--- config.mk ---
export PLATFORM = sky130hd
export DESIGN_NAME = cv32e40p_tmr_fault_monitor
export DESIGN_NICKNAME = d
export VERILOG_FILES = /design/src/rtl/cv32e40p_pkg.sv /design/src/rtl/cv32e40p_replica_health.sv /design/src/rtl/cv32e40p_tmr_fault_monitor.sv
export SDC_FILE = /design/constraint.sdc
export NUM_CORES = 1
export LEC_CHECK = 0
export ABC_AREA = 1
export CORE_UTILIZATION = 45
export CTS_CLUSTER_DIAMETER = 60
export DETAILED_ROUTE_END_ITERATION = 8
export HOLD_SLACK_MARGIN = 0.12
export PLACE_DENSITY = 0.81
export SETUP_SLACK_MARGIN = 0.1
export SYNTH_ARGS = -nofsm -noshare
export SYNTH_HDL_FRONTEND = slang
export SYNTH_SLANG_ARGS = --single-unit
--- constraint.sdc ---
create_clock -name clk -period 3.71 [get_ports clk]
set_input_delay 0.5565 -clock clk [delete_from_list [all_inputs] [get_ports clk]]
set_output_delay 0.5565 -clock clk [all_outputs]
set_load 0.005 [all_outputs]
--- src/rtl/cv32e40p_pkg.sv ---
// Shared types for the TMR fault monitor slice.
//   replica_state_e : health state of one ALU replica as tracked by the monitor
package cv32e40p_pkg;

  typedef enum logic [1:0] {
    RS_OK      = 2'd0,
    RS_SUSPECT = 2'd1,
    RS_FAILED  = 2'd2
  } replica_state_e;

  localparam int unsigned NUM_REPLICAS = 3;

endpackage

--- src/rtl/cv32e40p_replica_health.sv ---
// Health tracker for one ALU replica.
// Ports:
//   clk, rst          : clock, synchronous active-high reset
//   valid             : a sample was classified this cycle
//   blame             : this replica was the single dissenter in that sample
//   state             : registered health state (OK / SUSPECT / FAILED)
//   life_cnt          : registered saturating lifetime blame count
//   entered_failed_c  : combinational pulse, FAILED is entered on this edge
module cv32e40p_replica_health
  import cv32e40p_pkg::*;
#(
  parameter int unsigned ERR_THRESH = 4,
  parameter int unsigned GOOD_WIN   = 8,
  parameter int unsigned CNT_W      = 8
) (
  input  logic             clk,
  input  logic             rst,
  input  logic             valid,
  input  logic             blame,
  output replica_state_e   state,
  output logic [CNT_W-1:0] life_cnt,
  output logic             entered_failed_c
);

  localparam int unsigned ERR_W  = $clog2(ERR_THRESH + 1);
  localparam int unsigned GOOD_W = $clog2(GOOD_WIN + 1);
  localparam logic [CNT_W-1:0] LIFE_MAX = '1;

  replica_state_e    state_q, state_d;
  logic [ERR_W-1:0]  err_q, err_d, err_inc;
  logic [GOOD_W-1:0] good_q, good_d, good_inc;
  logic [CNT_W-1:0]  life_q, life_d;

  // State and counter registers
  always_ff @(posedge clk) begin
    if (rst) begin
      state_q <= RS_OK;
      err_q   <= '0;
      good_q  <= '0;
      life_q  <= '0;
    end else begin
      state_q <= state_d;
      err_q   <= err_d;
      good_q  <= good_d;
      life_q  <= life_d;
    end
  end

  // Next-state: blames escalate, runs of clean samples de-escalate, FAILED is terminal
  always_comb begin
    state_d          = state_q;
    err_d            = err_q;
    good_d           = good_q;
    life_d           = life_q;
    entered_failed_c = 1'b0;
    err_inc          = err_q + ERR_W'(1);
    good_inc         = good_q + GOOD_W'(1);

    // Lifetime count keeps running even once FAILED
    if (valid && blame && (life_q != LIFE_MAX)) begin
      life_d = life_q + CNT_W'(1);
    end

    if (valid) begin
      unique case (state_q)
        RS_OK: begin
          if (blame) begin
            state_d = RS_SUSPECT;
            err_d   = ERR_W'(1);
            good_d  = '0;
          end
        end
        RS_SUSPECT: begin
          if (blame) begin
            good_d = '0;
            err_d  = err_inc;
            if (err_inc == ERR_W'(ERR_THRESH)) begin
              state_d          = RS_FAILED;
              entered_failed_c = 1'b1;
            end
          end else if (good_inc == GOOD_W'(GOOD_WIN)) begin
            state_d = RS_OK;
            err_d   = '0;
            good_d  = '0;
          end else begin
            good_d = good_inc;
          end
        end
        RS_FAILED: ;
        default: begin
          state_d = RS_OK;
          err_d   = '0;
          good_d  = '0;
        end
      endcase
    end
  end

  assign state    = state_q;
  assign life_cnt = life_q;

endmodule

--- src/rtl/cv32e40p_tmr_fault_monitor.sv ---
// Observation-only fault monitor for the triplicated ALU. Classifies each
// accepted sample of the three replicas, tracks per-replica health and raises
// sticky reporting bits toward debug/CSR.
// Ports:
//   clk, rst                 : clock, synchronous active-high reset
//   valid_i                  : sample strobe (ALU output consumed)
//   res0_i..res2_i           : replica results
//   flag0_i..flag2_i         : {comparison_result, ready} per replica
//   alarm_ack_i              : clears alarm_o, syndrome_o, uncorr_o
//   cnt_sel_i                : lifetime-counter readback select (3 reads zero)
//   mismatch_o               : pulse, previous valid sample had a disagreement
//   syndrome_o / uncorr_o    : sticky dissenter bits / sticky all-differ
//   fail_o / suspect_o       : per-replica health levels
//   alarm_o                  : sticky alarm
//   cnt_o                    : selected lifetime counter (mux of registers)
module cv32e40p_tmr_fault_monitor
  import cv32e40p_pkg::*;
#(
  parameter int unsigned NBIT       = 32,
  parameter int unsigned ERR_THRESH = 4,
  parameter int unsigned GOOD_WIN   = 8,
  parameter int unsigned CNT_W      = 8
) (
  input  logic             clk,
  input  logic             rst,
  input  logic             valid_i,
  input  logic [NBIT-1:0]  res0_i,
  input  logic [NBIT-1:0]  res1_i,
  input  logic [NBIT-1:0]  res2_i,
  input  logic [1:0]       flag0_i,
  input  logic [1:0]       flag1_i,
  input  logic [1:0]       flag2_i,
  input  logic             alarm_ack_i,
  input  logic [1:0]       cnt_sel_i,
  output logic             mismatch_o,
  output logic [2:0]       syndrome_o,
  output logic             uncorr_o,
  output logic [2:0]       fail_o,
  output logic [2:0]       suspect_o,
  output logic             alarm_o,
  output logic [CNT_W-1:0] cnt_o
);

  localparam int unsigned WORD_W = NBIT + 2;

  logic [WORD_W-1:0] w0, w1, w2;
  logic              eq01, eq02, eq12;
  logic              all_eq_c, uncorr_c;
  logic [2:0]        blame_c;
  logic [2:0]        entered_failed_c;

  replica_state_e    rep_state [NUM_REPLICAS];
  logic [CNT_W-1:0]  life_cnt  [NUM_REPLICAS];

  // Majority classifier: a replica is blamed only if the other two agree
  assign w0 = {flag0_i, res0_i};
  assign w1 = {flag1_i, res1_i};
  assign w2 = {flag2_i, res2_i};

  always_comb begin
    eq01       = (w0 == w1);
    eq02       = (w0 == w2);
    eq12       = (w1 == w2);
    all_eq_c   = eq01 && eq12;
    uncorr_c   = valid_i && !eq01 && !eq02 && !eq12;
    blame_c[0] = valid_i && eq12 && !eq01;
    blame_c[1] = valid_i && eq02 && !eq01;
    blame_c[2] = valid_i && eq01 && !eq02;
  end

  for (genvar g = 0; g < NUM_REPLICAS; g++) begin : g_health
    cv32e40p_replica_health #(
      .ERR_THRESH (ERR_THRESH),
      .GOOD_WIN   (GOOD_WIN),
      .CNT_W      (CNT_W)
    ) u_health (
      .clk              (clk),
      .rst              (rst),
      .valid            (valid_i),
      .blame            (blame_c[g]),
      .state            (rep_state[g]),
      .life_cnt         (life_cnt[g]),
      .entered_failed_c (entered_failed_c[g])
    );
  end

  // Sticky reporting; a set event in the ack cycle takes precedence over the clear
  always_ff @(posedge clk) begin
    if (rst) begin
      mismatch_o <= 1'b0;
      syndrome_o <= '0;
      uncorr_o   <= 1'b0;
      alarm_o    <= 1'b0;
    end else begin
      mismatch_o <= valid_i && !all_eq_c;
      syndrome_o <= (alarm_ack_i ? 3'b000 : syndrome_o) | blame_c;
      uncorr_o   <= (alarm_ack_i ? 1'b0 : uncorr_o) | uncorr_c;
      alarm_o    <= (alarm_ack_i ? 1'b0 : alarm_o) | uncorr_c | (|entered_failed_c);
    end
  end

  // Health levels are direct decodes of the per-replica state registers
  always_comb begin
    fail_o    = '0;
    suspect_o = '0;
    for (int k = 0; k < NUM_REPLICAS; k++) begin
      fail_o[k]    = (rep_state[k] == RS_FAILED);
      suspect_o[k] = (rep_state[k] == RS_SUSPECT);
    end
  end

  // Lifetime counter readback
  always_comb begin
    cnt_o = '0;
    unique case (cnt_sel_i)
      2'd0:    cnt_o = life_cnt[0];
      2'd1:    cnt_o = life_cnt[1];
      2'd2:    cnt_o = life_cnt[2];
      default: cnt_o = '0;
    endcase
  end

endmodule
After elaboration in Yosys (flattened, before gate mapping)

Index checks and enable logic that the tools add are counted.
Widths: inputs -> output; s select.

Muxes and demuxes: 55
Add/subtract/negate cells: 9
Reduce and logical (&&, ||, !) cells: 35
Bitwise operators: 7
Eq/ne operators: 29

Operators by type and width:

| operator            | count |
|---|---|
| $eq 34x34->1        | 3 |
| $mux 4              | 9 |
| $pmux 4 s3          | 3 |
| $mux 3              | 10 |
| $pmux 3 s3          | 3 |
| $add 8x1->8 const B | 3 |
| $mux 2              | 12 |
| $ne 8x8->1 const B  | 3 |
| $pmux 8 s3          | 1 |
| $pmux 2 s3          | 3 |
| $logic_and 1x1->1   | 17 |
| $reduce_and 5->1    | 3 |
| $mux 1              | 14 |
| $add 4x1->4 const B | 3 |
| $eq 4x4->1 const B  | 3 |
| $reduce_and 4->1    | 3 |
| $add 3x1->3 const B | 3 |
| $eq 3x3->1 const B  | 3 |
| $ne 3x1->1 const B  | 3 |
| $ne 3x3->1 const B  | 3 |
| $reduce_and 3->1    | 3 |
| $eq 2x1->1 const B  | 4 |
| $eq 2x2->1 const B  | 4 |
| $logic_not 2->1     | 4 |
| 6 further kinds     | 15 |

Input bits: 108
Register bits: 57
Word-level logic and storage cells: 151

Depth between registers and ports, before layout

Gate-level depths: netlist (run 1).

Depth in word-level cells: 8
Mapped depth: 16
Depth with buffers taken out: 16

Hierarchy

A second synthesis (run 1) with hierarchy kept.

Cells, all modules: 860
Area, all modules: 4906.0 um^2

Modules (own cells, without submodules):

| module                                              | seq. area each (um^2) | times used | area each (um^2) | cells each |
|---|---|---|---|---|
| cv32e40p_tmr_fault_monitor                          | 120.1                 | 1          | 2099.5           | 456 |
| cv32e40p_replica_health at g_health[0].u_health ... | 340.3                 | 2          | 927.1            | 133 |
| cv32e40p_replica_health at g_health[2].u_health     | 340.3                 | 1          | 952.2            | 138 |

Worst setup path after synthesis (run 1)

OpenSTA, ideal clock, no wires.

Path type: input to register
From: in res0_i[22]
To: reg g_health[1].u_health.good_q[1]
Setup slack: 1.758 ns
Cell stages on the path: 13
Arrival time: 1.825 ns
Data required time: 3.582 ns
Path through: buf_2 -> xnor2_1 -> nand2_1 -> nor2_1 -> nand2_1 -> nor2_1 -> nand3_2 -> nand3_4 -> nand2_1 -> nand2_1 -> inv_2 -> o21ai_0 -> nor2_1

Word-level cells in the longest chain between the ends: 5
Elaborated cells on any way between the ends: 9

RTL lines:

| element                                              | RTL line                                                           | text |
|---|---|---|
| from (decl)                                          | cv32e40p_tmr_fault_monitor.sv:27                                   | `input logic [NBIT-1:0] res0_i,` |
| $eq 34x34->1, on equally long branches               | cv32e40p_tmr_fault_monitor.sv:62, cv32e40p_tmr_fault_monitor.sv:61 |  |
| $logic_and 1x1->1 or $logic_not 1->1 (tied branches) | cv32e40p_tmr_fault_monitor.sv:67                                   | `blame_c[1] = valid_i && eq02 && !eq01;` |
| $logic_and 1x1->1 *                                  | cv32e40p_tmr_fault_monitor.sv:67                                   |  |
| $mux 4 or $ne 2x1->1 (tied branches)                 | n/a                                                                |  |
| $pmux 4 s3 or $reduce_and 3->1 (tied branches)       | n/a                                                                |  |
| to (signal assigned)                                 | cv32e40p_replica_health.sv:44                                      | `good_q <= good_d;` |
| to (decl)                                            | cv32e40p_replica_health.sv:31                                      | `logic [GOOD_W-1:0] good_q, good_d, good_inc;` |

Every way passes the cells marked *; elsewhere a longest branch is shown, timed or not.
A chain may end at the register's enable or synchronous reset.

Worst setup path in the final report (run 1)

From: in cnt_sel_i[1]
To: out cnt_o[7]

Word-level cells in the longest chain between the ends: 2
Elaborated cells on any way between the ends: 4

RTL lines:

| element                                  | RTL line                          | text |
|---|---|---|
| from (decl)                              | cv32e40p_tmr_fault_monitor.sv:34  | `input logic [1:0] cnt_sel_i,` |
| $eq 2x2->1, or another cell as far along | cv32e40p_tmr_fault_monitor.sv:115 | `unique case (cnt_sel_i)` |
| $pmux 8 s3 *                             | cv32e40p_tmr_fault_monitor.sv:115 |  |
| to (decl)                                | cv32e40p_tmr_fault_monitor.sv:41  | `output logic [CNT_W-1:0] cnt_o` |

Marks and branches as above.

==> results_dict.tcl, run 1 <==
set metrics [dict create \
    worst_slack_ns 1.01 \
    cp_max_fo 8 \
    worst_path_largest_cell_delay_ns 0.53 \
    synth_xor_area_frac 0.106 \
    die_x_um 111 \
    hold_viol 0 \
    setup_viol 0 \
    clk_pin_slew_ns 0.05 \
    tritoncts "yes" \
    die_area_mm2 0.0122 \
    cts_setup_buffers 0 \
    critPathSlowestCell "clkdlybuf4s50_1" \
    grt_pass1_vias 5529 \
    yosysSeqAreaShare 0.215 \
    leakage_uw 0.00323 \
    io_buffers 127 \
    worst_pin_slew_ns 0.745 \
    drive_gt1_frac 0.0406 \
    min_period_over_period 0.729 \
    yosys.area.top_type_share 0.225 \
    avgSynthCellArea_um2 5.73 \
    antennaDiodeCount 0 \
    synth.largest_area_cell "nand2_1" \
    hp-class "flop to flop" \
    cts_resized 0 \
    antenna_found_initial 0 \
    maxCapViolCount 0 \
    worstSetupEndpointType "output pin" \
    worst_ep_required_time_ns 3.15 \
    startpoint_type "input pin" \
    detailedPlace.worstSlack_ns 0.870 \
    yosys-top-cells-area "nand2_1 22%, dfxtp_1 22%, inv_1 9.6%, nor2_1 8.6%, xnor2_1 5.8%" \
    async_flop_share 0 \
    synth_simple_gate_area_frac 0.425 \
    postRouteAntennaNets 0 \
    floorplan.initialDensity 0.462 \
    holdPathStages 2 \
    synth_compound_area_frac 0.109 \
    clk_path_buf_depth 2 \
    worstRegToRegCells 8 \
    path_class "input pin to output pin" \
    power_density_mw_per_mm2 274 \
    area_delta_synth_final_pct 32.9 \
    synth_commonest_cells "317 x nand2_1, 136 x inv_1, 121 x nor2_1" \
    syn_inst 924 \
    insertion_delay_ns 0.32 \
    yosysMostFrequentCell "nand2_1" \
    rows 39 \
    synthMuxAreaShare 0 \
    holdBufCountCts 0 \
    outcome "complete, no violations" \
    crit_chain "clkdlybuf4s50_1, nor2_1, nand2_1, o221ai_1, clkdlybuf4s50_1" \
    synth_nets 1046 \
    crit_start "cnt_sel_i[1]" \
    gp_congestion 0.948 \
    firstDrtPassIters 5 \
    core_region_area_mm2 0.0115 \
    dr.first_iter.drc_count 399 \
    h-tree-depth 3 \
    track_usage 0.252 \
    synthAdderAreaFrac 0.0331 \
    reg2reg_from "g_health[0].u_health.state[0]" \
    ir_worst_vdd_mv 0.277 \
    routedWlPerCell_um 12.8 \
    synth_edf_count 0 \
    dp_hpwl_um 12900 \
    grt-ovfl-total 0 \
    synth_top_family_by_area "simple AND/OR/NAND/NOR gates" \
    slew_violations 0 \
    cts.sink_count 57 \
    drcViolationCount 0 \
    synth_cell_types 44 \
    fmax_ghz 0.370 \
    die_h_um 111 \
    vias 5963 \
    fill_cells 1056 \
    wirelength_um 15400 \
    fin_skew_ns 0.00518 \
    fin_crit_ns 2.70 \
    critPathMostFrequentCell "clkdlybuf4s50_1" \
    rsz0062_at_grt "false" \
    slew_headroom 0.503 \
    io_pins 128 \
    via_per_inst 4.97 \
    grt_pass1_wl_um 25100 \
    fin_setup_tns_ns 0 \
    nets 1176 \
    mappedNetlistArea_mm2 0.00530 \
    cts_root_buf "clkbuf_16" \
    cts_buffers 9 \
    hp-start "g_health[1].u_health.err_q[2]" \
    cp.arrival_ns 2.15 \
    synth_flop_cell "dfxtp_1" \
    yosys_warnings 0 \
    synth_seq_cells 57 \
    grt_max_degree 38 \
]
[path summary, 6_finish.rpt]
kind                                         to  slack [ns]
setup / recovery                       cnt_o[7]        1.01
hold / removal    g_health[1].u_health.err_q[2]        0.46
setup reg to reg  g_health[0].u_health.err_q[0]        2.00
hold reg to reg   g_health[1].u_health.err_q[2]        0.46
[layout by cell type (no fill, tap or decap), types with 4 or more instances in the layout]
cell / synthesis / layout
nand2_1: 317 / 317
inv_1: 136 / 136
clkdlybuf4s50_1: 0 / 127
nor2_1: 121 / 121
dfxtp_1: 57 / 57
a21oi_1: 47 / 47
nand3_1: 38 / 38
o21ai_0: 36 / 36
xnor2_1: 35 / 35
xor2_1: 29 / 29
nand4_1: 14 / 14
ha_1: 14 / 14
clkbuf_16: 0 / 9
o221ai_1: 7 / 7
inv_2: 7 / 7
nor3_1: 7 / 7
nand3b_1: 7 / 7
nor2_2: 4 / 4
[worst max-delay path: cells and delay by family]
family	cells	cell delay, ns
buffers and inverters	2	0.97
AO/OA/AOI/OAI	1	0.10
AND/OR/NAND/NOR	2	0.51
[routing by layer]
metal	share of wire	up-vias	wire (µm)	track usage
met5	0	-	0	0
met4	0.020	0	307	0.0658
li1	-	3130	-	-
met1	0.45	2630	6890	0.318
met2	0.47	177	7310	0.441
met3	0.059	26	913	0.0434
[final cells by class]
cell class	instances	area, µm²	area share
clock inverters	2	60.1	0.00853
repair buffers	128	1280	0.182
flip-flops and latches	57	1140	0.162
inverters	144	542	0.0770
multi-input cells	714	3570	0.507
clock buffers	13	270	0.0384
well taps	143	179	0.0254
[registers in the layout (all words and copies together), names as in the netlist]
name / count
mismatch_o: 1
g_health.u_health.state: 6
alarm_o: 1
g_health.u_health.err_q: 9
g_health.u_health.life_cnt: 24
g_health.u_health.good_q: 12
syndrome_o: 3
uncorr_o: 1
[logic make-up (layout without fill, tap and decap cells)]
| logic type | after synthesis | in the layout |
|---|---|---|
| AOI/OAI and AO/OA | 103 | 103 |
| xor gates and xnor gates | 64 | 64 |
| adders and majority gates | 14 | 14 |
| buffers and inverters | 153 | 287 |
| DFF | 57 | 57 |
| and+or+nand+nor | 533 | 533 |
[metrics by stage]
step	util	hold WS [ns]	cell area (µm²)	cells	power, µW
after CTS	0.614	0.462	7040	1201	1940
final	0.614	0.462	7040	1201	1930
after detailed placement	0.585	0.454	6710	1186	1030
after floorplan	-	0.437	5300	924	823
after global placement	0.585	0.450	6710	1186	1030
after global routing	0.614	0.472	7040	1201	2010
[report_power, final]
group          switching, µW  internal [µW]
combinational            215            195
clock                    267            638
sequential              1.32            615
(Power assumes the default switching activity.)
==> run 2: changes to the inputs <==
--- a/config.mk
+++ b/config.mk
@@ -10,7 +10,7 @@
 export CTS_CLUSTER_DIAMETER = 60
 export DETAILED_ROUTE_END_ITERATION = 8
 export HOLD_SLACK_MARGIN = 0.12
-export PLACE_DENSITY = 0.81
+export PLACE_DENSITY = 0.84
 export SETUP_SLACK_MARGIN = 0.1
 export SYNTH_ARGS = -nofsm -noshare
 export SYNTH_HDL_FRONTEND = slang
==> constraint.sdc (replaced) <==
create_clock -name clk -period 2.45 [get_ports clk]
set_input_delay 0.3675 -clock clk [delete_from_list [all_inputs] [get_ports clk]]
set_output_delay 0.3675 -clock clk [all_outputs]
set_load 0.005 [all_outputs]
==> results_dict.tcl, run 2 (same netlist as run 1, synthesis figures left out) <==
set metrics [dict create \
    grt_pass1_wl_um 25800 \
    totalPowerFinal_uw 2800 \
    worst_ep_required_time_ns 2.63 \
    rsz0062_at_grt "true" \
    postRouteAntennaNets 0 \
    rr_endpoint "g_health[0].u_health.life_cnt[7]" \
    floorplan.initialDensity 0.462 \
    fmax_ghz 0.441 \
    worstSetupEndpointType "flop" \
    final_cell_mix "316 x nand2_1, 136 x inv_1, 120 x clkdlybuf4s50_1" \
    largest_register_ffs 24 \
    clk_path_buf_depth 2 \
    startpoint_type "input pin" \
    cp_top_family "simple AND/OR/NAND/NOR gates" \
    endpoint "g_health[0].u_health.state[1]" \
    dp_hpwl_um 13000 \
    hold_viol 0 \
    track_usage 0.257 \
    fin_area_mm2 0.00734 \
    outcome "complete, no violations" \
    crit_start "res1_i[30]" \
    h-tree-depth 3 \
    fill_cells 989 \
    cp.arrival_ns 2.45 \
    worst_pin_slew_ns 0.749 \
    fin_crit_ns 2.27 \
    wirelength_um 16200 \
    hold_slack_ns 0.460 \
    via_per_inst 5.07 \
    timing.critical_path.depth 14 \
    grt_pass1_vias 5807 \
    insertion_delay_ns 0.32 \
    critPathSlowestCell "clkdlybuf4s50_1" \
    nets 1209 \
    die_area_mm2 0.0122 \
    multiInputGateArea_mm2 0.00362 \
    grt-ovfl-total 0 \
    crit_buf_inv 2 \
    layout_commonest_cell "nand2_1" \
    cts_root_buf "clkbuf_16" \
    detailedPlace.worstSlack_ns -0.136 \
    path_class "input pin to flop" \
    crit_chain "clkdlybuf4s50_1, inv_1, nand2_1, o21ai_0, nor2_1, nand2_1, nor2_1, nand3_2, nor2_4, nand3_4, o21ai_2, nand3_1, nand2_1, a21oi_1" \
    leakage_uw 0.00344 \
    antennaDiodeCount 0 \
    holdPathStages 2 \
    setup_viol 0 \
    worst_path_largest_cell_delay_ns 0.50 \
    die_x_um 111 \
    fin_skew_ns 0.00492 \
    cts.sink_count 57 \
    firstDrtPassIters 5 \
    slew_headroom 0.500 \
    rows 39 \
    io_pins 128 \
    critPathMostFrequentCell "nand2_1" \
    slew_violations 0 \
    tritoncts "yes" \
    min_period_over_period 0.925 \
    r2r_slack_ns 0.66 \
    area_delta_synth_final_pct 38.5 \
    dpl_cell_area_mm2 0.00693 \
    worstRegToRegCells 8 \
    routedWlPerCell_um 13.1 \
    clk_pin_slew_ns 0.05 \
    io_buffers 127 \
    drcViolationCount 0 \
    die_h_um 111 \
    ir_worst_vdd_mv 0.574 \
    maxCapViolCount 0 \
    antenna_found_initial 0 \
    core_region_area_mm2 0.0115 \
    hp-class "flop to flop" \
    cp_max_fo 6 \
    vias 6261 \
    reg2reg_from "g_health[0].u_health.life_cnt[3]" \
    fin_setup_tns_ns 0 \
    grt_max_degree 37 \
    worst_slack_ns 0.185 \
    drive_gt1_frac 0.0807 \
    cts_buffers 9 \
    dr.first_iter.drc_count 610 \
    gp_congestion 1.01 \
    regArea_mm2 0.00114 \
    power_density_mw_per_mm2 382 \
]
-- run 2: worst min-delay path by stage --
stage	slack, ns	to	start
finish	0.46	syndrome_o[2]	syndrome_o[2]
global route	0.48	syndrome_o[2]	syndrome_o[2]
CTS	0.46	syndrome_o[2]	syndrome_o[2]
detailed placement	0.46	syndrome_o[2]	syndrome_o[2]
global placement	0.45	syndrome_o[2]	syndrome_o[2]
floorplan	0.44	g_health[2].u_health.good_q[2]	g_health[2].u_health.good_q[2]
-- run 2: layer usage --
| layer | track usage | vias to the layer above | part of all wire |
|---|---|---|---|
| met5 | 0 | - | 0 |
| met4 | 0.0960 | 0 | 0.028 |
| met3 | 0.0494 | 33 | 0.069 |
| met2 | 0.451 | 264 | 0.48 |
| met1 | 0.308 | 2754 | 0.43 |
| li1 | - | 3210 | - |
-- run 2: power breakdown --
group,leakage (µW),switching [µW],internal [µW]
Combinational,0.00284,335,308
Sequential,0.000460,1.22,932
Clock,0.000148,395,831
Total,0.00344,731,2070
-- run 2: stage by stage --
stage,util,cells
final,0.640,1234
after CTS,0.630,1229
after global routing,0.640,1234
after detailed placement,0.604,1214
after global placement,0.604,1214
after floorplan,-,924
-- run 2: area by class of cell --
class,count,area share
clock buffer,12,0.0350
tap,143,0.0244
sequential,57,0.155
timing repair buffer,161,0.212
clock inverter,3,0.00546
inverter,144,0.0738
multi-input combinational,714,0.494
-- run 2: repair_timing --
item	CTS	global route
endpoints found under the setup margin	0	44
hold buffers	0	0
buffers inserted	0	5
gates resized for setup	0	22
-- run 2: worst reg2reg max path, cell delays in order (launching register included) --
cell	delay, ns
dfxtp_1	0.42
nand2_1	0.12
nor2_1	0.14
nand3_1	0.13
nor3b_1	0.47
nor2_2	0.11
buf_4	0.16
nand2_1	0.05
a21oi_1	0.06
